--- config.mk ---
export PLATFORM = sky130hd
export DESIGN_NAME = code_lock_fsm
export DESIGN_NICKNAME = d
export VERILOG_FILES = /design/src/rtl/code_lock_fsm.sv
export SDC_FILE = /design/constraint.sdc
export NUM_CORES = 1
export LEC_CHECK = 0
export BUFFER_PORTS_ARGS = -buffer_cell sky130_fd_sc_hd__clkbuf_2
export CORE_MARGIN = 5
export CORE_UTILIZATION = 54
export CTS_BUF_LIST = sky130_fd_sc_hd__clkbuf_8 sky130_fd_sc_hd__clkbuf_16
export CTS_CLUSTER_DIAMETER = 150
export DETAILED_ROUTE_END_ITERATION = 10
export PLACE_DENSITY = 0.76
export SETUP_SLACK_MARGIN = 0.4
export SLEW_MARGIN = 20
export SYNTH_ARGS = -nofsm -noshare
export SYNTH_HDL_FRONTEND = slang
export SYNTH_SLANG_ARGS = --single-unit
--- constraint.sdc ---
create_clock -name clk -period 2.4 [get_ports clk]
set_input_delay 0.72 -clock clk [delete_from_list [all_inputs] [get_ports clk]]
set_output_delay 0.72 -clock clk [all_outputs]
set_load 0.05 [all_outputs]
--- src/rtl/code_lock_fsm.sv ---
// code_lock_fsm: N-digit keypad lock with full-sequence evaluation, fail
// counting with timed lockout, auto-relock from OPEN and in-field code
// reprogramming through a PROG state.
module code_lock_fsm #(
   parameter int N_DIGITS       = 4,
   parameter int DIGIT_W        = 4,
   parameter logic [N_DIGITS*DIGIT_W-1:0] RESET_CODE = 16'h1234,
   parameter int MAX_FAILS      = 3,
   parameter int LOCKOUT_CYCLES = 16,
   parameter int UNLOCK_CYCLES  = 32
) (
   input  logic                              clk,
   input  logic                              reset,
   input  logic                              enter,
   input  logic [DIGIT_W-1:0]                digit,
   input  logic                              prog_req,
   output logic [1:0]                        state,
   output logic                              locked_led,
   output logic                              unlocked_led,
   output logic                              lockout_led,
   output logic                              error_led,
   output logic [$clog2(N_DIGITS+1)-1:0]     progress,
   output logic [$clog2(MAX_FAILS+1)-1:0]    fail_count
);

   localparam int CW   = N_DIGITS * DIGIT_W;
   localparam int PW   = $clog2(N_DIGITS + 1);
   localparam int FW   = $clog2(MAX_FAILS + 1);
   localparam int TMAX = (LOCKOUT_CYCLES > UNLOCK_CYCLES) ? LOCKOUT_CYCLES : UNLOCK_CYCLES;
   localparam int TW   = $clog2(TMAX + 1);

   localparam logic [1:0] ST_LOCKED  = 2'd0;
   localparam logic [1:0] ST_OPEN    = 2'd1;
   localparam logic [1:0] ST_PROG    = 2'd2;
   localparam logic [1:0] ST_LOCKOUT = 2'd3;

   localparam logic [PW-1:0] LAST_IDX      = PW'(N_DIGITS - 1);
   localparam logic [FW-1:0] FAIL_LIMIT    = FW'(MAX_FAILS);
   // Timer counts down to zero; the zero cycle is the last cycle of the dwell.
   localparam logic [TW-1:0] UNLOCK_LOAD  = TW'(UNLOCK_CYCLES - 1);
   localparam logic [TW-1:0] LOCKOUT_LOAD = TW'(LOCKOUT_CYCLES - 1);

   logic [1:0]    state_q, state_d;
   logic [PW-1:0] progress_q, progress_d;
   logic          mismatch_q, mismatch_d;
   logic [FW-1:0] fail_count_q, fail_count_d;
   logic [TW-1:0] timer_q, timer_d;
   logic          error_q, error_d;
   logic [CW-1:0] code_q, code_d;
   logic [CW-1:0] shadow_q, shadow_d;

   logic [DIGIT_W-1:0] code_digit;
   logic [CW-1:0]      shadow_wr;
   logic               seq_bad;
   logic [FW-1:0]      fail_inc;
   logic               timer_zero;

   // Select the expected code digit and build the shadow with the new digit merged in.
   always_comb begin
      code_digit = '0;
      shadow_wr  = shadow_q;
      for (int i = 0; i < N_DIGITS; i++) begin
         if (progress_q == PW'(i)) begin
            code_digit = code_q[CW-1-i*DIGIT_W -: DIGIT_W];
            shadow_wr[CW-1-i*DIGIT_W -: DIGIT_W] = digit;
         end
      end
   end

   assign seq_bad    = mismatch_q | (digit != code_digit);
   assign fail_inc   = (fail_count_q == FAIL_LIMIT) ? fail_count_q : fail_count_q + 1'b1;
   assign timer_zero = (timer_q == '0);

   // Next-state and datapath update for every state.
   always_comb begin
      // NOTE: every output of this block gets a default first, so no path can infer a latch.
      state_d      = state_q;
      progress_d   = progress_q;
      mismatch_d   = mismatch_q;
      fail_count_d = fail_count_q;
      timer_d      = timer_q;
      error_d      = 1'b0;
      code_d       = code_q;
      shadow_d     = shadow_q;

      case (state_q)
         ST_LOCKED: begin
            if (enter) begin
               if (progress_q == LAST_IDX) begin
                  // Whole sequence seen: judge it only now, never early.
                  progress_d = '0;
                  mismatch_d = 1'b0;
                  if (!seq_bad) begin
                     state_d      = ST_OPEN;
                     fail_count_d = '0;
                     timer_d      = UNLOCK_LOAD;
                  end else begin
                     error_d      = 1'b1;
                     fail_count_d = fail_inc;
                     if (fail_inc == FAIL_LIMIT) begin
                        state_d = ST_LOCKOUT;
                        timer_d = LOCKOUT_LOAD;
                     end
                  end
               end else begin
                  mismatch_d = seq_bad;
                  progress_d = progress_q + 1'b1;
               end
            end
         end

         ST_OPEN: begin
            // An enter on the expiry cycle takes precedence over auto-relock.
            if (enter) begin
               if (prog_req) begin
                  state_d    = ST_PROG;
                  progress_d = '0;
                  timer_d    = UNLOCK_LOAD;
               end else begin
                  state_d = ST_LOCKED;
               end
            end else if (timer_zero) begin
               state_d = ST_LOCKED;
            end else begin
               timer_d = timer_q - 1'b1;
            end
         end

         ST_PROG: begin
            if (enter) begin
               shadow_d = shadow_wr;
               if (progress_q == LAST_IDX) begin
                  // Swap the full new code in at once; no partial code is ever live.
                  code_d     = shadow_wr;
                  state_d    = ST_LOCKED;
                  progress_d = '0;
               end else begin
                  progress_d = progress_q + 1'b1;
                  timer_d    = UNLOCK_LOAD;
               end
            end else if (timer_zero) begin
               state_d    = ST_LOCKED;
               progress_d = '0;
            end else begin
               timer_d = timer_q - 1'b1;
            end
         end

         default: begin
            // LOCKOUT: keypad ignored until the timer runs out.
            if (timer_zero) begin
               state_d      = ST_LOCKED;
               fail_count_d = '0;
            end else begin
               timer_d = timer_q - 1'b1;
            end
         end
      endcase
   end

   // State registers with synchronous reset restoring the power-on code.
   always_ff @(posedge clk) begin
      // NOTE: sequential state uses non-blocking assignments so all flops update together.
      if (reset) begin
         state_q      <= ST_LOCKED;
         progress_q   <= '0;
         mismatch_q   <= 1'b0;
         fail_count_q <= '0;
         timer_q      <= '0;
         error_q      <= 1'b0;
         // NOTE: the code and shadow registers are reset too, so reset always restores a known code.
         code_q       <= RESET_CODE;
         shadow_q     <= '0;
      end else begin
         state_q      <= state_d;
         progress_q   <= progress_d;
         mismatch_q   <= mismatch_d;
         fail_count_q <= fail_count_d;
         timer_q      <= timer_d;
         error_q      <= error_d;
         code_q       <= code_d;
         shadow_q     <= shadow_d;
      end
   end

   assign state        = state_q;
   assign locked_led   = (state_q != ST_OPEN);
   assign unlocked_led = (state_q == ST_OPEN);
   assign lockout_led  = (state_q == ST_LOCKOUT);
   assign error_led    = error_q;
   assign progress     = progress_q;
   assign fail_count   = fail_count_q;

endmodule

==> results of run 1 <==
[layout by cell type (no fill, tap or decap), types with 2 or more instances in the layout]
cell type  Yosys  final
inv_4          0      2
inv_1         12     10
nand3_1       16     16
dfxtp_2        0      3
mux2i_1       17     14
nand2b_1       4      4
dfxtp_1       43     38
o21ai_1        4      8
nand4_1        3      3
clkbuf_8       0      5
nor3b_1        5      5
nand3b_1       2      2
nor2_1        37     35
a21oi_2        0      3
a31oi_1        3      3
nor4_4         1      2
dfxtp_4        0      2
a21oi_1       33     29
nor2b_2        1      2
a211oi_1      10      9
o21bai_1       3      3
nand2_1       41     38
a211o_1        5      5
a221oi_4       0      3
nand2_2        0      2
or4_4          0      2
xor2_1         3      3
ha_1          10      4
mux2i_2        0      3
ha_4           0      5
and3_1         3      3
or3_1          2      2
clkbuf_2       0     16
buf_4          0     34
o21ai_0       14      9
nor3_1         6      5
nor2b_1        7      5
nor2_2         0      2
o31ai_1        3      3
[state kept, by name, summed over array words and instances (netlist names)]
signal,flops
timer_q,6
mismatch_q,1
fail_count,2
code_q,16
state,2
progress,3
error_led,1
shadow_q,12
[what timing repair did]
| item | 4_1_cts | 5_1_grt |
|---|---|---|
| gates resized for setup | 19 | 16 |
| buffers inserted | 5 | 2 |
| pin swaps | 12 | 9 |
| setup endpoints to repair | 14 | 23 |
| gates cloned | 0 | 0 |
[layout make-up]
type	instances	area (sq um)	area share (%)
Tap cell	52	65.1	2.04
Sequential cell	43	872	27.4
Clock inverter	3	37.5	1.18
Clock buffer	5	68.8	2.16
Multi-Input combinational cell	249	1710	53.8
Timing Repair Buffer	53	374	11.7
Inverter	12	53.8	1.69
[cells in the mapped netlist (all sizes together) (2+ instances only)]
cell type | count | area share [%]
nand3 | 16 | 3.2
nand4 | 3 | 0.76
nor2b | 8 | 2.1
o31ai | 3 | 0.91
inv | 12 | 1.8
o21bai | 3 | 0.91
nor3b | 5 | 1.5
a211o | 5 | 1.8
nor3 | 6 | 1.2
dfxtp | 43 | 35
a21oi | 33 | 6.6
nand3b | 2 | 0.60
nor4 | 3 | 1.4
buf | 2 | 0.35
mux2i | 17 | 6.9
a31oi | 3 | 0.76
or4 | 2 | 0.60
a211oi | 10 | 3.0
and3 | 3 | 0.76
a221oi | 3 | 1.3
clkbuf | 19 | 2.9
nor2 | 37 | 5.6
nand2 | 41 | 6.2
xor2 | 3 | 1.1
nand2b | 4 | 1.0
ha | 10 | 5.0
or3 | 2 | 0.50
o21ai | 18 | 3.6
[kinds of logic after synthesis]
group                    synth area share (%)
AND/OR/NAND/NOR                          25.9
AO/OA/AOI/OAI                            21.4
XOR/XNOR                                 1.06
flip-flops                               34.7
adder cells (fa/ha/maj)                  5.04
multiplexers                             6.85
buffers and inverters                    5.04
[worst max-delay path, stage by stage, from the launching register on]
cell	delay [ns]
dfxtp_4	0.40
inv_4	0.06
ha_4	0.18
buf_4	0.14
nand3b_1	0.21
buf_4	0.17
nand3_1	0.11
a21oi_2	0.08
nor2_2	0.15
a31oi_1	0.10
buf_4	0.17
or4_4	0.42
a21oi_2	0.12
[how the worst min path moves through the flow]
| stage | end | cells after the start |
|---|---|---|
| floorplan | mismatch_q | 2 |
| global placement | shadow_q[15] | 2 |
| detailed placement | shadow_q[14] | 2 |
| CTS | shadow_q[14] | 2 |
| global route | shadow_q[5] | 2 |
| finish | shadow_q[15] | 2 |
[routing by layer]
metal  vias up  GRT usage, %
li1       1232             -
met1      1214          28.5
met2       101          35.6
met3        14          4.28
met4         0          6.53
met5         -             0
[metrics by stage]
| stage | util (%) | setup slack (ns) | hold slack, ns |
|---|---|---|---|
| 2_1_floorplan | - | 0.155 | 0.432 |
| 3_3_place_gp | 64.9 | -0.0576 | 0.441 |
| 3_5_place_dp | 64.9 | -0.0870 | 0.446 |
| 4_1_cts | 70.9 | 0.0464 | 0.457 |
| 5_1_grt | 72.2 | -0.0880 | 0.472 |
| 6_report | 72.2 | 0.0135 | 0.455 |
[power breakdown]
group          leakage, nW  internal (W)  switching (W)
Combinational        0.820      0.000947        0.00132
Clock               0.0607      0.000303       0.000244
Sequential           0.351      0.000814       0.000104
Total                 1.23       0.00206        0.00167
==> flow_summary_export.csv, run 1 <==
group,metric,value,unit
route,avgViaCountPerCell,6.14,
route,postRouteAntennaNets,0,
global_routing,grt_max_degree,37,
clocking,cts-root-buf,"clkbuf_8",
global_routing,grt.total_usage,21.6,%
critical_path,critPathLaunchType,"flip-flop",
synthesis,synth_edf_count,0,
critical_path,reg2reg_from,"progress[1]",
floorplan,ioPinCount,19,
synthesis,synth-async-reset-ratio,0,%
power,powerDensity,1170,nW/um^2
route,drtIter0Drc,227,
synthesis,ys_seq_area_share,34.7,%
synthesis,syn_avg_cell_area,7.64,sq um
power,leakage,1.23,nW
cells_and_area,stdcell_count,417,
floorplan,floorplan.initialDensity,56.3,%
power,peakVddDrop,0.000505,V
route,drtPass1Iterations,5,
timing,finalHoldViolations,0,
critical_path,crit_fanout,5,
route,drc,0,
timing,setup_viol,0,
place,post_dp_cell_area,2870,sq um
clocking,clk_pin_slew,0.09,ns
route,routed.top_layer,"met4",
place,routabilityCongestion,0.842,
timing,period_share,99.4,%
clocking,clk_latency,0.30,ns
route,routed-via-count,2561,
clocking,clock_path_buffers,2,
timing,fmax,0.419,GHz
route,met1_length,2920,um
clocking,cts_tree,"built",
floorplan,rows,24,
critical_path,worstSetupStartpoint,"progress[1]",
synthesis,syn_area,2480,sq um
clocking,numCtsBuffers,5,
status,status,"completed",
critical_path,reg2reg_depth,12,
place,hpwl,4430,um
power,finalPower,0.00373,W
floorplan,dieHeight,77.8,um
timing,rsz0062_at_grt,"yes",
floorplan,dieArea,6060,sq um
critical_path,end_kind,"flip-flop",
clocking,clock_sinks,43,
synthesis,syn_nets,343,
place,io_buffers,18,
timing,tns,0,ns
cells_and_area,stdcell_area,3190,sq um
route,routedWlPerCell,15.8,um
run,cap_violations,0,
timing,skew,0.0117,ns
global_routing,grt_pass1_wl,10800,um
critical_path,required,2.63,ns
synthesis,synth_seq_cells,43,
hold_path,worstHoldStart,"shadow_q[15]",
critical_path,critPathArrivalTime,2.62,ns
place,place_inst,402,
floorplan,die_x,77.8,um
cells_and_area,num_antenna_cells,0,
clocking,cts_htree_levels,2,
route,wirelength,6580,um
critical_path,cp-endpoint,"timer_q[5]",
critical_path,reg2reg_to,"timer_q[5]",
clocking,cts_hold_buf,0,
timing,slew-limit-headroom,68.3,%
route,met2_length,3130,um
synthesis,yosysWarnings,0,
timing,slew_viol_final,0,
cells_and_area,drive_above_1_share,27.7,%
critical_path,ff2ff_setup_slack,0.01,ns
cells_and_area,area_growth,28.3,%
global_routing,overflow,0,
synthesis,synth_cell_type_count,42,
route,wl_met3,408,um
synthesis,syn_inst,325,
cells_and_area,fillers,336,
global_routing,antenna_found_initial,0,
floorplan,fp.coreArea,4410,sq um
critical_path,crit_type,"flip-flop to flip-flop",
hold_path,hp-class,"flip-flop to flip-flop",
global_routing,grt_pass1_vias,2322,
timing,tightest_slew,0.471,ns
cells_and_area,nets,382,
timing,min_period,2.39,ns
synthesis,ys.flop_type,"dfxtp_1",
Note: power is estimated with default switching activity, not from simulation.
==> run 2, diff against run 1 <==
--- a/config.mk
+++ b/config.mk
@@ -6,12 +6,14 @@
 export NUM_CORES = 1
 export LEC_CHECK = 0
 export BUFFER_PORTS_ARGS = -buffer_cell sky130_fd_sc_hd__clkbuf_2
+export CORE_ASPECT_RATIO = 1.2
 export CORE_MARGIN = 5
 export CORE_UTILIZATION = 54
 export CTS_BUF_LIST = sky130_fd_sc_hd__clkbuf_8 sky130_fd_sc_hd__clkbuf_16
 export CTS_CLUSTER_DIAMETER = 150
 export DETAILED_ROUTE_END_ITERATION = 10
 export PLACE_DENSITY = 0.76
+export REMOVE_ABC_BUFFERS = 1
 export SETUP_SLACK_MARGIN = 0.4
 export SLEW_MARGIN = 20
 export SYNTH_ARGS = -nofsm -noshare
==> constraint.sdc (replaced) <==
create_clock -name clk -period 2 [get_ports clk]
set_input_delay 0.6 -clock clk [delete_from_list [all_inputs] [get_ports clk]]
set_output_delay 0.6 -clock clk [all_outputs]
set_load 0.05 [all_outputs]
==> run 2 against run 1 <==
The flow now finishes with violations (negative setup slack). Die area about the same. Critical path depth down 3. Worst setup slack worse by 0.44 ns. Highest routed layer unchanged.
==> flow_summary_export.csv, run 2 (synthesis gave the netlist of run 1 again) <==
group,metric,value,unit
status,status,"complete, but fails checks",
status,failed_checks,"negative setup slack",
floorplan,fp.coreArea,4530,sq um
floorplan,ioPinCount,19,
critical_path,critPathLaunchType,"flip-flop",
route,routed.top_layer,"met4",
place,place_inst,422,
global_routing,grt_pass1_vias,2737,
clocking,clock_path_buffers,2,
clocking,clk_pin_slew,0.10,ns
clocking,clk_latency,0.31,ns
clocking,numCtsBuffers,5,
clocking,cts_htree_levels,2,
timing,finalHoldViolations,0,
place,hpwl,4530,um
place,routabilityCongestion,0.869,
clocking,cts_tree,"built",
floorplan,rows,27,
timing,setup_viol,12,
critical_path,critPathArrivalTime,2.67,ns
floorplan,floorplan.initialDensity,54.9,%
cells_and_area,area_growth,56.2,%
run,cap_violations,0,
cells_and_area,stdcell_count,455,
floorplan,dieHeight,84.3,um
route,postRouteAntennaNets,0,
timing,rsz0062_at_grt,"yes",
route,routedWlPerCell,21.9,um
cells_and_area,largest_reg_flops,16,
cells_and_area,num_antenna_cells,0,
route,wl_met3,625,um
timing,slew-limit-headroom,66.2,%
timing,slew_viol_final,0,
route,routed-via-count,2911,
timing,tightest_slew,0.503,ns
route,drtPass1Iterations,5,
power,peakVddDrop,0.000698,V
route,avgViaCountPerCell,6.40,
global_routing,antenna_found_initial,0,
critical_path,crit_fanout,7,
cells_and_area,fin_util,85.7,%
cells_and_area,final_common_cell,"buf_4",
power,leakage,1.53,nW
critical_path,end_kind,"flip-flop",
timing,setup_slack,-0.431,ns
route,wirelength,9960,um
cells_and_area,final_cell_mix,"buf_4, dfxtp_1, nand2_1",
clocking,cts-root-buf,"clkbuf_8",
power,powerDensity,1470,nW/um^2
route,drtIter0Drc,278,
critical_path,required,2.24,ns
timing,skew,0.00838,ns
hold_path,hp-class,"flip-flop to flip-flop",
route,drc,0,
route,met2_length,5120,um
cells_and_area,reg.largest.list,"code_q: 16 flops, shadow_q: 12 flops, timer_q: 6 flops",
cells_and_area,nets,414,
timing,min_period,2.43,ns
timing,period_share,122,%
clocking,clock_sinks,43,
floorplan,dieArea,6060,sq um
global_routing,grt_max_degree,31,
critical_path,crit_type,"flip-flop to flip-flop",
route,met1_length,3560,um
timing,fmax,0.411,GHz
timing,tns,-3.50,ns
place,io_buffers,18,
floorplan,die_x,71.9,um
global_routing,grt_pass1_wl,13000,um
cells_and_area,drive_above_1_share,41.3,%
global_routing,grt.total_usage,26.9,%
cells_and_area,regMostFlops,"code_q",
global_routing,overflow,0,
## run 2: final timing paths
check             cells after the start  slack [ns]          from            to
hold reg to reg                       2        0.46  shadow_q[10]  shadow_q[10]
setup / recovery                      9       -0.43   progress[0]    timer_q[5]
hold / removal                        2        0.46  shadow_q[10]  shadow_q[10]
setup reg to reg                      9       -0.43   progress[0]    timer_q[5]
## run 2: final cells by class
class,count,area [sq um]
Multi-Input combinational cell,249,1880
Tap cell,58,72.6
Clock inverter,3,71.3
Inverter,12,60.1
Fill cell,226,648
Timing Repair Buffer,85,848
Sequential cell,43,880
Clock buffer,5,68.8
## run 2: stage by stage
step / worst slack (ns) / cell area [sq um] / hold WS, ns / power (W)
5_1_grt: -0.504 / 3880 / 0.481 / 0.00591
3_3_place_gp: -0.380 / 2890 / 0.440 / 0.00325
3_5_place_dp: -0.493 / 2890 / 0.447 / 0.00331
4_1_cts: -0.276 / 3530 / 0.458 / 0.00493
2_1_floorplan: -0.932 / 2400 / 0.426 / 0.00258
6_report: -0.431 / 3880 / 0.457 / 0.00569
## run 2: critical path, cell delays in order, from the launching register on
cell     delay (ns)
dfxtp_4        0.37
buf_6          0.12
ha_4           0.19
a21oi_1        0.35
a221o_1        0.21
a21oi_1        0.07
nor2_1         0.22
a31oi_2        0.17
or4_1          0.47
a21oi_1        0.18
## run 2: timing repair
item / in CTS / in global routing
setup buffers: 13 / 8
gates resized for setup: 93 / 60
gates cloned: 1 / 3
setup endpoints to repair: 50 / 51
pin swaps: 22 / 23
hold buffers: 0 / 0
## run 2: layer usage
| layer | vias up | GRT usage, % |
|---|---|---|
| met2 | 173 | 48.2 |
| met1 | 1376 | 29.1 |
| met3 | 67 | 5.63 |
| met4 | 0 | 14.0 |
| met5 | - | 0 |
| li1 | 1295 | - |
## run 2: power breakdown
part	total (W)	switching (W)	internal, W
Sequential	0.00113	0.000146	0.000982
Clock	0.000849	0.000342	0.000507
Combinational	0.00371	0.00208	0.00163
Total	0.00569	0.00257	0.00312
